## src/rtl/alu_issue.sv

```systemverilog
// ID->EX issue stage: decodes one MIPS instruction per cycle into ALU op/operands
// and hands it to EX through a two-entry skid buffer with a registered in_ready.
module alu_issue (
  input  logic        clk,
  input  logic        resetn,
  input  logic        flush,
  input  logic        in_valid,
  output logic        in_ready,
  input  logic [31:0] in_instr,
  input  logic [31:0] in_rs_val,
  input  logic [31:0] in_rt_val,
  output logic        out_valid,
  input  logic        out_ready,
  output logic [3:0]  out_op,
  output logic [31:0] out_v1,
  output logic [31:0] out_v2,
  output logic [4:0]  out_dst,
  output logic        out_we,
  output logic        out_mem_rd,
  output logic        out_mem_wr,
  output logic [31:0] out_store_val,
  output logic        out_illegal
);

  localparam logic [5:0] OPC_RTYPE = 6'b000000;
  localparam logic [5:0] OPC_ADDI  = 6'b001000;
  localparam logic [5:0] OPC_ADDIU = 6'b001001;
  localparam logic [5:0] OPC_SLTI  = 6'b001010;
  localparam logic [5:0] OPC_ANDI  = 6'b001100;
  localparam logic [5:0] OPC_ORI   = 6'b001101;
  localparam logic [5:0] OPC_XORI  = 6'b001110;
  localparam logic [5:0] OPC_LUI   = 6'b001111;
  localparam logic [5:0] OPC_LW    = 6'b100011;
  localparam logic [5:0] OPC_SW    = 6'b101011;

  localparam logic [5:0] FN_SLL  = 6'b000000;
  localparam logic [5:0] FN_SRL  = 6'b000010;
  localparam logic [5:0] FN_SRA  = 6'b000011;
  localparam logic [5:0] FN_SLLV = 6'b000100;
  localparam logic [5:0] FN_SRLV = 6'b000110;
  localparam logic [5:0] FN_SRAV = 6'b000111;
  localparam logic [5:0] FN_ADD  = 6'b100000;
  localparam logic [5:0] FN_ADDU = 6'b100001;
  localparam logic [5:0] FN_SUB  = 6'b100010;
  localparam logic [5:0] FN_SUBU = 6'b100011;
  localparam logic [5:0] FN_AND  = 6'b100100;
  localparam logic [5:0] FN_OR   = 6'b100101;
  localparam logic [5:0] FN_XOR  = 6'b100110;
  localparam logic [5:0] FN_SLT  = 6'b101010;

  localparam logic [3:0] ALU_SLL  = 4'b0000;
  localparam logic [3:0] ALU_SRL  = 4'b0010;
  localparam logic [3:0] ALU_SRA  = 4'b0011;
  localparam logic [3:0] ALU_SLT  = 4'b0110;
  localparam logic [3:0] ALU_AND  = 4'b1000;
  localparam logic [3:0] ALU_OR   = 4'b1001;
  localparam logic [3:0] ALU_XOR  = 4'b1010;
  localparam logic [3:0] ALU_ADD  = 4'b1100;
  localparam logic [3:0] ALU_SUB  = 4'b1110;
  localparam logic [3:0] ALU_PASS = 4'b1111;

  typedef struct packed {
    logic [3:0]  op;
    logic [31:0] v1;
    logic [31:0] v2;
    logic [4:0]  dst;
    logic        we;
    logic        mem_rd;
    logic        mem_wr;
    logic [31:0] store_val;
    logic        illegal;
  } entry_t;

  typedef enum logic [1:0] {
    EMPTY = 2'd0,
    ONE   = 2'd1,
    FULL  = 2'd2
  } buf_state_t;

  logic [5:0]  opcode;
  logic [5:0]  funct;
  logic [4:0]  rt_idx;
  logic [4:0]  rd_idx;
  logic [4:0]  shamt;
  logic [15:0] imm;
  logic [31:0] imm_sext;
  logic [31:0] imm_zext;
  logic [4:0]  unused_rs_idx;

  assign opcode        = in_instr[31:26];
  assign unused_rs_idx = in_instr[25:21];
  assign rt_idx        = in_instr[20:16];
  assign rd_idx        = in_instr[15:11];
  assign shamt         = in_instr[10:6];
  assign funct         = in_instr[5:0];
  assign imm           = in_instr[15:0];
  assign imm_sext      = {{16{imm[15]}}, imm};
  assign imm_zext      = {16'b0, imm};

  entry_t     entry_d;
  logic       illegal_d;

  always_comb begin
    entry_d   = '0;
    illegal_d = 1'b0;
    case (opcode)
      OPC_RTYPE: begin
        entry_d.dst = rd_idx;
        entry_d.we  = 1'b1;
        entry_d.v1  = in_rs_val;
        entry_d.v2  = in_rt_val;
        case (funct)
          FN_SLL:  begin entry_d.op = ALU_SLL; entry_d.v1 = {27'b0, shamt}; end
          FN_SRL:  begin entry_d.op = ALU_SRL; entry_d.v1 = {27'b0, shamt}; end
          FN_SRA:  begin entry_d.op = ALU_SRA; entry_d.v1 = {27'b0, shamt}; end
          FN_SLLV: entry_d.op = ALU_SLL;
          FN_SRLV: entry_d.op = ALU_SRL;
          FN_SRAV: entry_d.op = ALU_SRA;
          FN_ADD, FN_ADDU: entry_d.op = ALU_ADD;
          FN_SUB, FN_SUBU: entry_d.op = ALU_SUB;
          FN_AND:  entry_d.op = ALU_AND;
          FN_OR:   entry_d.op = ALU_OR;
          FN_XOR:  entry_d.op = ALU_XOR;
          FN_SLT:  entry_d.op = ALU_SLT;
          default: illegal_d = 1'b1;
        endcase
      end
      OPC_ADDI, OPC_ADDIU, OPC_SLTI, OPC_ANDI, OPC_ORI, OPC_XORI, OPC_LUI, OPC_LW, OPC_SW: begin
        entry_d.dst = rt_idx;
        entry_d.we  = 1'b1;
        entry_d.v1  = in_rs_val;
        entry_d.v2  = imm_sext;
        case (opcode)
          OPC_ADDI, OPC_ADDIU: entry_d.op = ALU_ADD;
          OPC_SLTI: entry_d.op = ALU_SLT;
          OPC_ANDI: begin entry_d.op = ALU_AND; entry_d.v2 = imm_zext; end
          OPC_ORI:  begin entry_d.op = ALU_OR;  entry_d.v2 = imm_zext; end
          OPC_XORI: begin entry_d.op = ALU_XOR; entry_d.v2 = imm_zext; end
          OPC_LUI:  begin entry_d.op = ALU_PASS; entry_d.v2 = {imm, 16'b0}; end
          OPC_LW:   begin entry_d.op = ALU_ADD; entry_d.mem_rd = 1'b1; end
          OPC_SW: begin
            entry_d.op        = ALU_ADD;
            entry_d.mem_wr    = 1'b1;
            entry_d.we        = 1'b0;
            entry_d.store_val = in_rt_val;
          end
          default: illegal_d = 1'b1;
        endcase
      end
      default: illegal_d = 1'b1;
    endcase

    // Unsupported encodings travel down as a harmless pass-through that never writes back.
    if (illegal_d) begin
      entry_d         = '0;
      entry_d.illegal = 1'b1;
      entry_d.op      = ALU_PASS;
      entry_d.v1      = in_rs_val;
    end

    if (entry_d.dst == 5'd0) begin
      entry_d.we = 1'b0;
    end
  end

  buf_state_t state_q;
  entry_t     out_q;
  entry_t     skid_q;
  logic       out_valid_q;
  logic       in_ready_q;
  logic       accept;
  logic       drain;

  assign accept = in_valid & in_ready_q;
  assign drain  = out_valid_q & out_ready;

  // in_ready_q tracks "skid entry free" for the next cycle, so back-pressure never
  // propagates combinationally from out_ready to in_ready.
  always_ff @(posedge clk or negedge resetn) begin
    if (!resetn) begin
      state_q     <= EMPTY;
      out_q       <= '0;
      skid_q      <= '0;
      out_valid_q <= 1'b0;
      in_ready_q  <= 1'b1;
    end else if (flush) begin
      state_q     <= EMPTY;
      out_valid_q <= 1'b0;
      in_ready_q  <= 1'b1;
    end else begin
      case (state_q)
        EMPTY: begin
          if (accept) begin
            out_q       <= entry_d;
            out_valid_q <= 1'b1;
            state_q     <= ONE;
          end
        end
        ONE: begin
          if (accept && !drain) begin
            skid_q     <= entry_d;
            in_ready_q <= 1'b0;
            state_q    <= FULL;
          end else if (accept && drain) begin
            out_q <= entry_d;
          end else if (drain) begin
            out_valid_q <= 1'b0;
            state_q     <= EMPTY;
          end
        end
        FULL: begin
          if (drain) begin
            out_q      <= skid_q;
            in_ready_q <= 1'b1;
            state_q    <= ONE;
          end
        end
        default: begin
          state_q     <= EMPTY;
          out_valid_q <= 1'b0;
          in_ready_q  <= 1'b1;
        end
      endcase
    end
  end

  assign in_ready      = in_ready_q;
  assign out_valid     = out_valid_q;
  assign out_op        = out_q.op;
  assign out_v1        = out_q.v1;
  assign out_v2        = out_q.v2;
  assign out_dst       = out_q.dst;
  assign out_we        = out_q.we;
  assign out_mem_rd    = out_q.mem_rd;
  assign out_mem_wr    = out_q.mem_wr;
  assign out_store_val = out_q.store_val;
  assign out_illegal   = out_q.illegal;

endmodule

```

## config.mk

```make
export PLATFORM = sky130hd
export DESIGN_NAME = alu_issue
export DESIGN_NICKNAME = d
export VERILOG_FILES = /design/src/rtl/alu_issue.sv
export SDC_FILE = /design/constraint.sdc
export NUM_CORES = 1
export LEC_CHECK = 0
export ABC_AREA = 1
export CAP_MARGIN = 20
export CORE_AREA = 5 5 152 154
export DETAILED_ROUTE_END_ITERATION = 12
export DIE_AREA = 0 0 157 159
export PLACE_DENSITY_LB_ADDON = 0.25
export SLEW_MARGIN = 25
export SYNTH_ARGS = -nofsm -noshare
export SYNTH_HDL_FRONTEND = slang
export SYNTH_SLANG_ARGS = --single-unit
export TNS_END_PERCENT = 30
```

## constraint.sdc

```tcl
create_clock -name clk -period 2.6 [get_ports clk]
set_input_delay 0.52 -clock clk [delete_from_list [all_inputs] [get_ports clk]]
set_output_delay 0.52 -clock clk [all_outputs]
set_load 0.01 [all_outputs]
```

==> key figures, run 1 <==
Synthesis
  • Yosys warns: 0
  • Library cells used by synthesis: 38
  • Register bit count reported by yosys: 222
  • Post-synth EDFFs: 0
  • Synth area leaders: dfrtp_1, nand2_1, a21oi_1
  • Register area share after synthesis: 0.5261
  • Post-synth ARST share: 1.000
  • Xor-xnor portion of the synthesized cell area: 0
  • Syn_area_per_cell: 7.852 um^2
  • Syn_nets: 1446
  • Mapped cell area: 10560 um^2
  • Top cell type by total area after synthesis: dfrtp_1
  • Synth Area in Simple Gates: 0.2327
  • Main combinational cell family by area after synthesis: simple AND/OR/NAND/NOR gates
  • Syn Inst Count: 1345
  • Complex-gate fraction of the synthesized area: 0.1723
  • Yosys top cell area share: 0.5236
  • Post-synthesis adder-cell area fraction: 0
  • Multiplexer share of the synthesized area: 0.002014
  • Ys flop type: dfrtp_1

CTS
  • # resized after CTS: 0
  • Skew-Pair Late Insertion Delay: 0.52 ns
  • Clock buffer count from CTS: 24
  • TritonCTS clock tree: done
  • Reg clk slew, reported paths: 0.06 ns
  • Sink Count: 222
  • H-Tree Depth: 1
  • Clock root cell: clkbuf_16
  • Clock Tree Buf Depth: 3

Min path
  • HP Class: reg -> reg

Timing
  • Final period util: 0.8834
  • Final setup viols: 0
  • Max-slew violation count: 0
  • Fin crit period: 2.297 ns
  • FMAX: 0.4354 GHz
  • Slew headroom: 0.5318
  • Worst Tran Pin Value: 0.7022 ns
  • PnR worst setup slack: 0.3032 ns
  • Hold_ws: 0.4720 ns
  • RSZ-0062 raised after global routing: false
  • Clock skew: 0.01613 ns
  • Final Hold Violating Endpoints: 0

Layout
  • Fill cell count: 1784
  • Share of layout cells above drive strength 1: 0.07910
  • Commonest non-fill, non-tap cell in the layout: nand2_1
  • Final nets: 1640
  • Layout overhead on the synthesized area: 32.56%
  • Most frequent cells in the layout: nand2_1, dfrtp_1, clkdlybuf4s50_1
  • Post-route cell area: 14000 um^2
  • Final core occ: 0.6495

Pwr
  • Pwr Density: 982.9 nW/um^2
  • LEAKAGE: 0.006656 uW
  • Power share of the sequential group: 0.383
  • Sw Share: 0.3224
  • Switch Pwr: 4436 uW
  • Clk pwr share: 0.272
  • Comb power frac: 0.345
  • Internal power: 9324 uW
  • Worst VDD drop: 0.0005141 V

Setup path
  • Critical path class: in -> reg
  • Required time worst endpoint: 3.01 ns
  • Largest stage delay on the critical path: 0.52 ns
  • Buf/Inv on CP: 3
  • Worst Path Arrival: 2.71 ns
  • CP endpoint kind: register
  • Slowest-stage cell, CP: clkdlybuf4s50_1
  • Top delay family on crit path: buffers and inverters
  • Max FO, Critical Path: 54
  • Crit path launch type: input pin
  • CP cell instances: clkdlybuf4s50_1 -> inv_1 -> a21oi_1 -> nor2_1 -> o21ai_0 -> nor2_1 -> nand2_2 -> buf_4 -> a21oi_1 -> o21ai_0

Placement
  • Final RePlAce weighted congestion: 0.9487
  • Placed cell areas: 13120 um^2
  • Place WS: -0.1235 ns
  • Hpwl dp: 21.46 mm
  • PortBufs: 206

Detailed routing
  • Starting DRC count in detailed routing: 887
  • Post-DR wirelength/cell: 17.67 um
  • Via Count: 10040
  • Routed WL: 32.45 mm
  • DRC Markers: 0
  • Vias/cell: 5.466
  • Antenna viol nets, final: 0
  • Pre-Repair DR Iteration Count: 5

Floorplanning
  • Die area: 24960 um^2
  • Die X: 157 um
  • Core Area: 21550 um^2
  • Standard-cell rows: 54
  • DIE HEIGHT: 159 um
  • IO Count: 212
  • Effective utilization at floorplan: 0.4900

Global route
  • GRT overflow: 0
  • First-pass GRT wire length: 52.56 mm
  • Antenna violations before repair: 2
  • GRT Total Usage: 0.2570
  • Pin count of the biggest net entering global routing: 120
  • Vias in the first global route: 9752

Run
  • Max-Cap Viols: 0

Run status
  • Outcome: completed
==> worst min-delay path: stages, from the launching register on <==
cell	delay, ns
dfrtp_1	0.33
nand2_1	0.05
nand2_1	0.06
==> sequential cells by signal, indices dropped and copies added, names as in the netlist, 2 cells and up <==
signal	count
state_q	2
out_dst	5
out_v2	32
out_v1	32
out_store_val	32
out_op	4
skid_q	109
==> final timing paths <==
path	start	endpoint	slack (ns)	cells after the start
max	in_instr[0]	out_v1[7]	0.30	10
min	skid_q[103]	skid_q[103]	0.47	2
max reg2reg	state_q[0]	out_v2[14]	0.50	6
min reg2reg	skid_q[103]	skid_q[103]	0.47	2
max in group asynchronous	resetn	out_store_val[13]	1.27	3
min in group asynchronous	resetn	skid_q[91]	0.50	2
==> layer usage <==
| layer | track usage | share of wire | vias to the layer above |
|---|---|---|---|
| met1 | 0.3670 | 0.42 | 4774 |
| met3 | 0.04566 | 0.083 | 53 |
| met2 | 0.4077 | 0.47 | 429 |
| met5 | 0 | 0.00022 | - |
| li1 | - | - | 4778 |
| met4 | 0.06706 | 0.024 | 2 |
==> cell usage after synthesis, drive strengths merged, types with 3 or more instances <==
master / number
a21oi: 180
a31oi: 3
buf: 43
clkbuf: 48
dfrtp: 221
inv: 77
nand2: 399
nand3: 68
nand4: 4
nor2: 134
nor3: 3
o211ai: 6
o21a: 4
o21ai: 133
o221ai: 8
o22ai: 3
==> through the flow <==
stage	setup TNS, ns	instances	total power [uW]
floorplan	0	1345	7361
global placement	-1.916	1792	9955
detailed placement	-3.430	1792	10050
CTS	0	1835	13860
global route	0	1836	14560
finish	0	1836	13760
==> power by group through the flow <==
stage | registers [uW] | logic [uW] | clock network, uW
floorplan | 5610 | 1750 | 0
global placement | 5280 | 4670 | 0
detailed placement | 5310 | 4740 | 0
CTS | 5270 | 4790 | 3800
global route | 5410 | 5200 | 3950
finish | 5280 | 4740 | 3740
==> what timing repair did <==
action | CTS | global route
hold buffers | 1 | 0
endpoints found under the hold margin | 44 | 0
setup buffers | 0 | 0
==> cells by family after synthesis <==
kind of cell / count (synthesis)
buffers and inverters: 168
AOI/OAI and AO/OA: 343
and+or+nand+nor: 610
DFF: 222
muxes: 2
==> cell type report <==
cell class                      instances  area, um^2  area share
Sequential cell                       222        5557      0.3969
Multi-Input combinational cell        955        4315      0.3082
Timing Repair Buffer                  259        2618      0.1870
Clock buffer                           31       678.2     0.04844
Tap cell                              280       350.3     0.02502
Inverter                               77       292.8     0.02091
Clock inverter                         11       186.4     0.01332
Antenna cell                            1       2.502   0.0001787
No activity file was read; power rests on OpenSTA's default activity.
==> inputs of run 2 (changes only) <==
--- a/config.mk
+++ b/config.mk
@@ -11,6 +11,7 @@
 export DETAILED_ROUTE_END_ITERATION = 12
 export DIE_AREA = 0 0 157 159
 export PLACE_DENSITY_LB_ADDON = 0.25
+export SKIP_CTS_REPAIR_TIMING = 1
 export SLEW_MARGIN = 25
 export SYNTH_ARGS = -nofsm -noshare
 export SYNTH_HDL_FRONTEND = slang
==> results of run 2 <==
No change in the layout: final DEF, timing and power equal those of run 1.
Among the figures that moved: wire length of the first global-routing pass 52560 um -> 52540 um; via count of the first global-routing pass 9752 -> 9740; overall routing resource usage 0.2570 -> 0.2569; met2 usage 0.4077 -> 0.4073
==> inputs of run 3 (changes only) <==
==> constraint.sdc (replaced) <==
create_clock -name clk -period 2.6 [get_ports clk]
set_input_delay 0.52 -clock clk [delete_from_list [all_inputs] [get_ports clk]]
set_output_delay 0.52 -clock clk [all_outputs]
set_load 0.02 [all_outputs]
==> results of run 3 <==
The final DEF is identical to that of run 1. Status: completed.
Among the figures that moved: wire length of the first global-routing pass 52560 um -> 52540 um; via count of the first global-routing pass 9752 -> 9740; overall routing resource usage 0.2570 -> 0.2569; met2 usage 0.4077 -> 0.4073; total power 13760 uW -> 14410 uW; worst IR drop on VDD 0.0005141 V -> 0.0005443 V
